File: config.mk
export PLATFORM = sky130hd
export DESIGN_NAME = ucsbece154b_branch_predictor_flat
export DESIGN_NICKNAME = d
export VERILOG_FILES = /design/src/rtl/ucsbece154b_branch_predictor_if.sv /design/src/rtl/ucsbece154b_branch_predictor.sv /design/src/flat_wrapper.sv
export SDC_FILE = /design/constraint.sdc
export NUM_CORES = 2
export LEC_CHECK = 0
export CAP_MARGIN = 20
export CORE_MARGIN = 3
export CORE_UTILIZATION = 45
export CTS_CLUSTER_DIAMETER = 200
export DETAILED_ROUTE_END_ITERATION = 10
export PLACE_DENSITY = 0.6
export SLEW_MARGIN = 20
export SYNTH_ARGS = -nofsm -noshare
export SYNTH_HDL_FRONTEND = slang
export SYNTH_SLANG_ARGS = --single-unit
File: constraint.sdc
create_clock -name clk -period 4.6 [get_ports clk]
set_input_delay 0.69 -clock clk [delete_from_list [all_inputs] [get_ports clk]]
set_output_delay 0.69 -clock clk [all_outputs]
set_load 0.02 [all_outputs]
File: src/rtl/ucsbece154b_branch_predictor_if.sv
// Fetch/Execute bundle between the datapath (master) and the branch predictor (slave).
// Fetch: PCF_i in; BranchTakenF_o, BTBTargetF_o, PHTIndexF_o out. Execute: resolution inputs.
interface ucsbece154b_branch_predictor_if #(
    parameter int NUM_GHR_BITS = 5
);
    logic [31:0]             PCF_i;
    logic                    BranchTakenF_o;
    logic [31:0]             BTBTargetF_o;
    logic [NUM_GHR_BITS-1:0] PHTIndexF_o;
    logic [31:0]             PCE_i;
    logic [NUM_GHR_BITS-1:0] PHTIndexE_i;
    logic                    BranchE_i;
    logic                    JumpE_i;
    logic                    BranchTakenE_i;
    logic [31:0]             BranchTargetE_i;

    modport master (
        output PCF_i,
        input  BranchTakenF_o,
        input  BTBTargetF_o,
        input  PHTIndexF_o,
        output PCE_i,
        output PHTIndexE_i,
        output BranchE_i,
        output JumpE_i,
        output BranchTakenE_i,
        output BranchTargetE_i
    );

    modport slave (
        input  PCF_i,
        output BranchTakenF_o,
        output BTBTargetF_o,
        output PHTIndexF_o,
        input  PCE_i,
        input  PHTIndexE_i,
        input  BranchE_i,
        input  JumpE_i,
        input  BranchTakenE_i,
        input  BranchTargetE_i
    );
endinterface

File: src/rtl/ucsbece154b_branch_predictor.sv
// Direct-mapped BTB plus 2-bit PHT predictor; bimodal indexing, gshare when BP_GSHARE_EN is defined.
// Ports: clk, reset (async active-low), bp (slave modport: fetch lookup + execute update).
module ucsbece154b_branch_predictor #(
    parameter int NUM_BTB_ENTRIES = 32,
    parameter int NUM_GHR_BITS    = 5
) (
    input  logic clk,
    input  logic reset,
    ucsbece154b_branch_predictor_if.slave bp
);

    localparam int IDX_W = $clog2(NUM_BTB_ENTRIES);
    localparam int TAG_W = 30 - IDX_W;
    localparam int PHT_N = 1 << NUM_GHR_BITS;

    logic             btb_valid_q [NUM_BTB_ENTRIES];
    logic [TAG_W-1:0] btb_tag_q   [NUM_BTB_ENTRIES];
    logic [31:0]      btb_tgt_q   [NUM_BTB_ENTRIES];
    logic             btb_jmp_q   [NUM_BTB_ENTRIES];
    logic             btb_br_q    [NUM_BTB_ENTRIES];
    logic [1:0]       pht_q       [PHT_N];

    logic [NUM_GHR_BITS-1:0] ghr_q, ghr_d;
    logic [1:0]              pht_d;

    // Word-offset bits never participate in indexing or tags.
    logic unused_pc_bits;
    assign unused_pc_bits = ^{bp.PCF_i[1:0], bp.PCE_i[1:0]};

    // ---------------- Fetch lookup (reads current state only) ----------------
    logic [IDX_W-1:0]        f_idx;
    logic [TAG_W-1:0]        f_tag;
    logic                    f_hit;
    logic [NUM_GHR_BITS-1:0] f_pht_idx;

    assign f_idx = bp.PCF_i[IDX_W+1:2];
    assign f_tag = bp.PCF_i[31:IDX_W+2];
    assign f_hit = btb_valid_q[f_idx] && (btb_tag_q[f_idx] == f_tag);

`ifdef BP_GSHARE_EN
    assign f_pht_idx = bp.PCF_i[NUM_GHR_BITS+1:2] ^ ghr_q;
`else
    assign f_pht_idx = bp.PCF_i[NUM_GHR_BITS+1:2];
`endif

    assign bp.PHTIndexF_o    = f_pht_idx;
    assign bp.BranchTakenF_o = f_hit &&
                               (btb_jmp_q[f_idx] ||
                                (btb_br_q[f_idx] && pht_q[f_pht_idx][1]));
    assign bp.BTBTargetF_o   = f_hit ? btb_tgt_q[f_idx] : 32'h0;

    // ---------------- Execute update ----------------
    logic [IDX_W-1:0] e_idx;
    logic [TAG_W-1:0] e_tag;
    logic [1:0]       e_cnt;
    logic             btb_we;

    assign e_idx  = bp.PCE_i[IDX_W+1:2];
    assign e_tag  = bp.PCE_i[31:IDX_W+2];
    assign e_cnt  = pht_q[bp.PHTIndexE_i];
    // Only redirecting control flow earns a BTB slot.
    assign btb_we = bp.JumpE_i || (bp.BranchE_i && bp.BranchTakenE_i);

    always_comb begin
        pht_d = e_cnt;
        if (bp.BranchTakenE_i) begin
            if (e_cnt != 2'b11) pht_d = e_cnt + 2'd1;
        end else begin
            if (e_cnt != 2'b00) pht_d = e_cnt - 2'd1;
        end
    end

    always_comb begin
        ghr_d = ghr_q;
        if (bp.BranchE_i)
            ghr_d = {ghr_q[NUM_GHR_BITS-2:0], bp.BranchTakenE_i};
    end

    always_ff @(posedge clk or negedge reset) begin
        if (!reset) begin
            ghr_q <= '0;
            for (int i = 0; i < NUM_BTB_ENTRIES; i++) begin
                btb_valid_q[i] <= 1'b0;
                btb_tag_q[i]   <= '0;
                btb_tgt_q[i]   <= '0;
                btb_jmp_q[i]   <= 1'b0;
                btb_br_q[i]    <= 1'b0;
            end
            for (int j = 0; j < PHT_N; j++)
                pht_q[j] <= 2'b01;
        end else begin
            ghr_q <= ghr_d;
            if (bp.BranchE_i)
                pht_q[bp.PHTIndexE_i] <= pht_d;
            if (btb_we) begin
                btb_valid_q[e_idx] <= 1'b1;
                btb_tag_q[e_idx]   <= e_tag;
                btb_tgt_q[e_idx]   <= bp.BranchTargetE_i;
                btb_jmp_q[e_idx]   <= bp.JumpE_i;
                btb_br_q[e_idx]    <= bp.BranchE_i;
            end
        end
    end

endmodule

File: src/flat_wrapper.sv
// flat-port wrapper written by rule: the top's interface ports become plain ports
module ucsbece154b_branch_predictor_flat 
#(
    parameter int NUM_BTB_ENTRIES = 32,
    parameter int NUM_GHR_BITS    = 5
)
  (clk, reset, bp_PCF_i, bp_BranchTakenF_o, bp_BTBTargetF_o, bp_PHTIndexF_o, bp_PCE_i, bp_PHTIndexE_i, bp_BranchE_i, bp_JumpE_i, bp_BranchTakenE_i, bp_BranchTargetE_i);
  ucsbece154b_branch_predictor_if #(.NUM_GHR_BITS(NUM_GHR_BITS)) bp_i ();
  input  logic clk;
  input  logic reset;
  input wire logic [$bits(bp_i.PCF_i)-1:0] bp_PCF_i;
  output wire logic [$bits(bp_i.BranchTakenF_o)-1:0] bp_BranchTakenF_o;
  output wire logic [$bits(bp_i.BTBTargetF_o)-1:0] bp_BTBTargetF_o;
  output wire logic [$bits(bp_i.PHTIndexF_o)-1:0] bp_PHTIndexF_o;
  input wire logic [$bits(bp_i.PCE_i)-1:0] bp_PCE_i;
  input wire logic [$bits(bp_i.PHTIndexE_i)-1:0] bp_PHTIndexE_i;
  input wire logic [$bits(bp_i.BranchE_i)-1:0] bp_BranchE_i;
  input wire logic [$bits(bp_i.JumpE_i)-1:0] bp_JumpE_i;
  input wire logic [$bits(bp_i.BranchTakenE_i)-1:0] bp_BranchTakenE_i;
  input wire logic [$bits(bp_i.BranchTargetE_i)-1:0] bp_BranchTargetE_i;
  assign bp_i.PCF_i = bp_PCF_i;
  assign bp_BranchTakenF_o = bp_i.BranchTakenF_o;
  assign bp_BTBTargetF_o = bp_i.BTBTargetF_o;
  assign bp_PHTIndexF_o = bp_i.PHTIndexF_o;
  assign bp_i.PCE_i = bp_PCE_i;
  assign bp_i.PHTIndexE_i = bp_PHTIndexE_i;
  assign bp_i.BranchE_i = bp_BranchE_i;
  assign bp_i.JumpE_i = bp_JumpE_i;
  assign bp_i.BranchTakenE_i = bp_BranchTakenE_i;
  assign bp_i.BranchTargetE_i = bp_BranchTargetE_i;
  ucsbece154b_branch_predictor #(.NUM_BTB_ENTRIES(NUM_BTB_ENTRIES), .NUM_GHR_BITS(NUM_GHR_BITS)) u_core (.clk(clk), .reset(reset), .bp(bp_i));
endmodule
Word level (Yosys, flattened, before mapping)
Index checks and enable logic that the tools add are counted.
{"block": "classes", "bitwise": 4, "add_sub_neg": 2, "n_mux": 38, "shift": 0, "div_mod_pow": 0, "n_lt_le_gt_ge": 5, "eq_ne": 2, "reduce_logical": 9, "multipliers": 0}
{"cell": "$bwmux 1024", "n": 1}
{"cell": "$bwmux 800", "n": 1}
{"cell": "$bmux 32 s5", "n": 1}
{"cell": "$demux 32 s5", "n": 1}
{"cell": "$mux 32", "n": 4}
{"cell": "$bmux 25 s5", "n": 1}
{"cell": "$demux 25 s5", "n": 1}
{"cell": "$mux 25", "n": 3}
{"cell": "$bwmux 32", "n": 2}
{"cell": "$bwmux 64", "n": 1}
{"cell": "$or 32x32->32", "n": 1}
{"cell": "$eq 25x25->1", "n": 1}
{"cell": "$bmux 2 s5", "n": 2}
{"cell": "$ge 6x6->1 const B", "n": 3}
{"cell": "$not 5->6", "n": 3}
{"cell": "$mux 2", "n": 8}
{"cell": "$bmux 1 s5", "n": 3}
{"cell": "$lt 6x1->1 const B", "n": 2}
{"cell": "$demux 2 s5", "n": 1}
{"cell": "$mux 1", "n": 7}
{"cell": "$logic_and 1x1->1", "n": 6}
{"cell": "$demux 1 s5", "n": 1}
{"cell": "$add 2x1->2 const B", "n": 1}
{"cell": "$logic_or 1x1->1", "n": 2}
{"cell": "other kinds (3)", "n": 3}
{"block": "totals", "n_memories": 0, "mem_bits_rw": 0, "latchBits": 0, "mem_bits_ro": 0, "wordCells": 252, "regBits": 1984}

Logic depth before layout (Yosys ltp)
{"block": "depth", "ltp_word": 8, "depth_mapped": 14, "ltp_nobuf": 8}

Least setup slack after synthesis
OpenSTA, ideal clock, no wires.
{"block": "synth_path", "path_kind": "input-to-output", "startpoint": "input bp_PCF_i[3]", "endpoint": "output bp_BranchTakenF_o", "n_path_buf": 4, "path_stages": 11, "slack_ns": 0.429, "required_time_ns": 3.910, "t_arrival_ns": 3.481, "path_cell_list": "buf_6 > buf_6 > buf_6 > buf_2 > mux4_2 > a22oi_1 > nand4_1 > xor2_1 > nor4_1 > nand4_2 > nor4b_1"}
{"block": "synth_between", "elab_chain_len": 7}
{"item": "start, declared", "line_no": "flat_wrapper.sv:11", "rtl": "input wire logic [$bits(bp_i.PCF_i)-1:0] bp_PCF_i;"}
{"item": "$not 5->6 (implied by the code) (*)", "line_no": "ucsbece154b_branch_predictor.sv:38, ucsbece154b_branch_predictor.sv:48, ucsbece154b_branch_predictor.sv:49"}
{"item": "$bmux 25 s5, or another cell as far along", "line_no": "ucsbece154b_branch_predictor.sv:38", "rtl": "assign f_hit = btb_valid_q[f_idx] && (btb_tag_q[f_idx] == f_tag);"}
{"item": "$mux 25 (implied by the code), or another cell as far along (2 in a row)", "line_no": "ucsbece154b_branch_predictor.sv:38"}
{"item": "$eq 25x25->1 / $logic_and 1x1->1 (equally long branches)", "line_no": "ucsbece154b_branch_predictor.sv:38, ucsbece154b_branch_predictor.sv:49"}
{"item": "$logic_and 1x1->1 / $logic_or 1x1->1 (equally long branches)", "line_no": "ucsbece154b_branch_predictor.sv:38, ucsbece154b_branch_predictor.sv:48"}
{"item": "$logic_and 1x1->1 (*)", "line_no": "ucsbece154b_branch_predictor.sv:47", "rtl": "assign bp.BranchTakenF_o = f_hit &&"}
{"item": "end, declared", "line_no": "flat_wrapper.sv:12", "rtl": "output wire logic [$bits(bp_i.BranchTakenF_o)-1:0] bp_BranchTakenF_o;"}
Mark *: on every way between the ends. The rest lies on a longest branch, timed or not. The select of a mux whose other input is x is not followed.

Worst setup path after layout
{"block": "layout_path", "startpoint": "register u_core.btb_tag_q[141] (netlist bit)", "endpoint": "output bp_BTBTargetF_o[8]"}
{"block": "layout_between", "elab_chain_len": 6}
{"item": "start, declared", "line_no": "ucsbece154b_branch_predictor.sv:17", "rtl": "logic [TAG_W-1:0] btb_tag_q [NUM_BTB_ENTRIES];"}
{"item": "start signal, assigned by index", "line_no": "ucsbece154b_branch_predictor.sv:97", "rtl": "btb_tag_q[e_idx] <= e_tag;"}
{"item": "$bmux 25 s5", "line_no": "ucsbece154b_branch_predictor.sv:38"}
{"item": "$mux 25 (implied by the code) (2 in a row)", "line_no": "ucsbece154b_branch_predictor.sv:38"}
{"item": "$eq 25x25->1", "line_no": "ucsbece154b_branch_predictor.sv:38"}
{"item": "$logic_and 1x1->1", "line_no": "ucsbece154b_branch_predictor.sv:38"}
{"item": "$mux 32", "line_no": "ucsbece154b_branch_predictor.sv:50", "rtl": "assign bp.BTBTargetF_o = f_hit ? btb_tgt_q[f_idx] : 32'h0;"}
{"item": "end, declared", "line_no": "flat_wrapper.sv:13", "rtl": "output wire logic [$bits(bp_i.BTBTargetF_o)-1:0] bp_BTBTargetF_o;"}
No other way between the ends. The select of a mux whose other input is x is not followed.

==> run metrics <==
static leakage=0.04525 uW; number of warnings reported in the yosys synthesis log=0; share of synthesized registers carrying an async set or reset=100.0%; clock buffer count from CTS=211; wire length of the first global-routing pass=373600 um; Remaining Overflow, GRT=0; max_slew headroom=about a quarter; via count of the first global-routing pass=54090; number of detailed-routing iterations run before antenna repair=5; cell area after synthesis=90080 um2; number of H-tree levels=4; final hold vios=0; unique cell type count in the Yosys netlist=57; total non-filler cell area in the finished layout=about 100000 um2; most common cell in the synthesized netlist=mux2_2; Final Skew=0.01035 ns; post-route clock period utilization=100.0%; unrepaired setup endpoints after global routing=true; fraction of post-synthesis cell area in the top cell type by area=between 50% and 60%; area added between synthesis and finish=15.54%; crit path max fanout=8; net count after synthesis=about 5700; final critical delay including setup and external delays=~4.6 ns; share of synthesized area occupied by flip-flops and latches=55.16%; antenna violations before repair=17; Max-Cap Viols=0; Worst Tran Pin Value=1.126 ns; CTS root buffer=clkbuf_16; Filler cells=~16000; Main synth FF type=dfrtp_1; family of cells with the greatest summed delay on the critical path=buffers and inverters; maximum achievable frequency=approximately 220 MHz; FF/Latch Area=49690 um2; drt wl/cell=roughly 30 um; Starting Density=45.44%; Post-Syn Area per Cell=15.97 um2; clock-pin slew on the worst setup and hold paths=0.06 ns; DIE WIDTH=453.4 um; global router's overall resource usage=24.55%; pin count of the biggest net entering global routing=176; most area-hungry cell type in the Yosys netlist=dfrtp_1; antenna-violating nets left=0; placeable core region=around 200000 um2; DP HPWL=143900 um; Total Nets Final=5917; Critical Path Source Type=register; TritonCTS clock tree=yes; number of synthesized register bits=1984; maximum ir drop on the vdd rail=429.2 uV; leading cell types by count after synthesis=mux2_2 (1962), dfrtp_1 (1952), mux4_2 (510), clkbuf_1 (403), mux2i_1 (111); Die Y-Extent=453.4 um; Required @ worst endpoint=about 3.9 ns; die outline area=~200000 um2; kind of end point of the critical path=output pin; Crit path buffers/inverters=5; maximum cell stage delay along the critical path=roughly 0.48 ns; violated checks=negative setup slack; cell area reported after detailed placement=96470 um2; post-place setup slack=-0.8124 ns; hold slack final=0.4611 ns; setup tns final=-0.0002056 ns; total wire length after detailed routing=between 200000 and 300000 um; top area cells in the synthesized netlist=dfrtp_1 (54%), mux2_2 (25%), mux4_2 (13%); detail-routed via count per cell=slightly below 6; outcome=finished with violations; std cell rows=163; final setup slack of the worst path=-0.0002056 ns; Residual DRC=0; source-to-sink clock delay at the later pin of the worst-skew pair=0.84 ns; arrival time reported for the critical path endpoint=3.91 ns; critical path type=register to output pin; count of port buffers added during placement=139; power density normalized to cell area=468.6 nW/um2; Num Clock Sinks=1984; Post-synth EDFFs=0; fraction of final layout cells with drive strength greater than 1=approximately 56%; initial detailed-routing violation count=about 3500; number of top-level pins=144; classification of the worst-slack hold path=input port to async pin; critical-path cell with the highest stage delay=mux4_2; multi-input gate area in the final layout=38710 um2; critical path, cell by cell=mux4_2, mux2i_2, o22ai_2, a2111oi_4, xnor2_2, nor4_2, buf_4, nand4_4, buf_12, buf_4, buf_12, nor4_4, buf_4; vias post-DR=51020; fin. max-slew vios=0; count of final setup violators=1; synthesized instance count=5641; Worst path most repeated cell=buf_4; worst-case clock buffer depth=3; weighted congestion reported at the end of routability-driven placement=between 0.7 and 0.8
-- flip-flops by register name, summed over array words and instances (netlist names) --
signal              cells
u_core.btb_jmp_q       32
u_core.btb_tgt_q     1024
u_core.btb_br_q        32
u_core.btb_valid_q     32
u_core.pht_q           64
u_core.btb_tag_q      800
-- cell type report --
cell class	count	share of cell area (%)
Timing Repair Buffer	508	5.151
Clock inverter	73	0.6996
Tap cell	2640	3.174
Multi-Input combinational cell	3098	37.19
Clock buffer	318	6.008
Inverter	8	0.02885
Antenna cell	5	0.01202
Sequential cell	1984	47.74
-- power by group --
part	total [uW]	internal, uW	switching [uW]
Sequential	23300	21400	1890
Combinational	8490	5330	3160
Clock	17000	9790	7230
Total	48800	36500	12300
-- cell families (layout without fill, tap and decap cells) --
family / after synthesis / in the layout / share of synthesized area (%)
AO/OA/AOI/OAI: 186 / 186 / 1.408
AND/OR/NAND/NOR: 303 / 303 / 2.014
other: 0 / 5 / 0
buffers and inverters: 559 / 907 / 2.652
adder cells (fa/ha/maj): 2 / 2 / 0.02222
XOR/XNOR: 24 / 24 / 0.2333
flip-flops: 1984 / 1984 / 55.16
multiplexers: 2583 / 2583 / 38.51
-- repair_timing --
| item | in CTS | in global routing |
|---|---|---|
| gates resized for setup | 220 | 53 |
| buffers inserted | 0 | 12 |
| pin swaps | 22 | 7 |
| hold endpoints to repair | 45 | 0 |
| gates cloned | 1 | 3 |
| setup endpoints to repair | 33 | 33 |
| hold buffers | 1 | 0 |
-- per-stage QoR --
stage,power (uW),util [%],std cells
5_1_grt,51000,52.50,8632
3_3_place_gp,31540,48.67,8222
6_report,48770,52.50,8634
3_5_place_dp,31960,48.67,8222
2_1_floorplan,29260,-,5641
4_1_cts,49140,52.26,8615
-- worst paths after layout --
kind                                         from                      to  slack (ns)  cells past startpoint
hold / removal                              reset   u_core.btb_tag_q[750]        0.46                      2
setup reg to reg                 u_core.pht_q[33]        u_core.pht_q[17]        2.07                      6
max in group asynchronous                   reset   u_core.btb_tag_q[323]        2.60                      4
hold reg to reg            u_core.btb_valid_q[16]  u_core.btb_valid_q[16]        0.46                      1
min in group clk           u_core.btb_valid_q[16]  u_core.btb_valid_q[16]        0.46                      1
setup / recovery            u_core.btb_tag_q[141]      bp_BTBTargetF_o[8]     -0.0002                     13
-- per-layer routing --
| layer | vias to the layer above | track usage [%] | wire length, um | share of wire [%] |
|---|---|---|---|---|
| met1 | 28310 | 33.56 | 110300 | 44 |
| met3 | 341 | 3.315 | 8917 | 3.5 |
| met4 | 4 | 5.607 | 5528 | 2.2 |
| met5 | - | 0 | 27 | 0.011 |
| li1 | 21440 | - | - | - |
| met2 | 930 | 41.87 | 126700 | 50 |
-- placed cells by master (no fill, tap or decap), types with 20 or more instances in the layout --
cell	count
a22oi_1	37
buf_4	298
clkbuf_1	51
a211oi_1	20
nor2_4	24
buf_12	90
nand2_1	59
nor4_4	33
dfrtp_1	1952
o22ai_1	35
dfstp_2	32
nor2_1	33
mux2i_1	109
a21oi_1	35
or2_2	27
mux4_2	510
clkinv_2	49
clkbuf_8	56
mux2_2	1959
clkbuf_16	215
clkdlybuf4s50_1	93
Power figures use the tool's default switching activity.
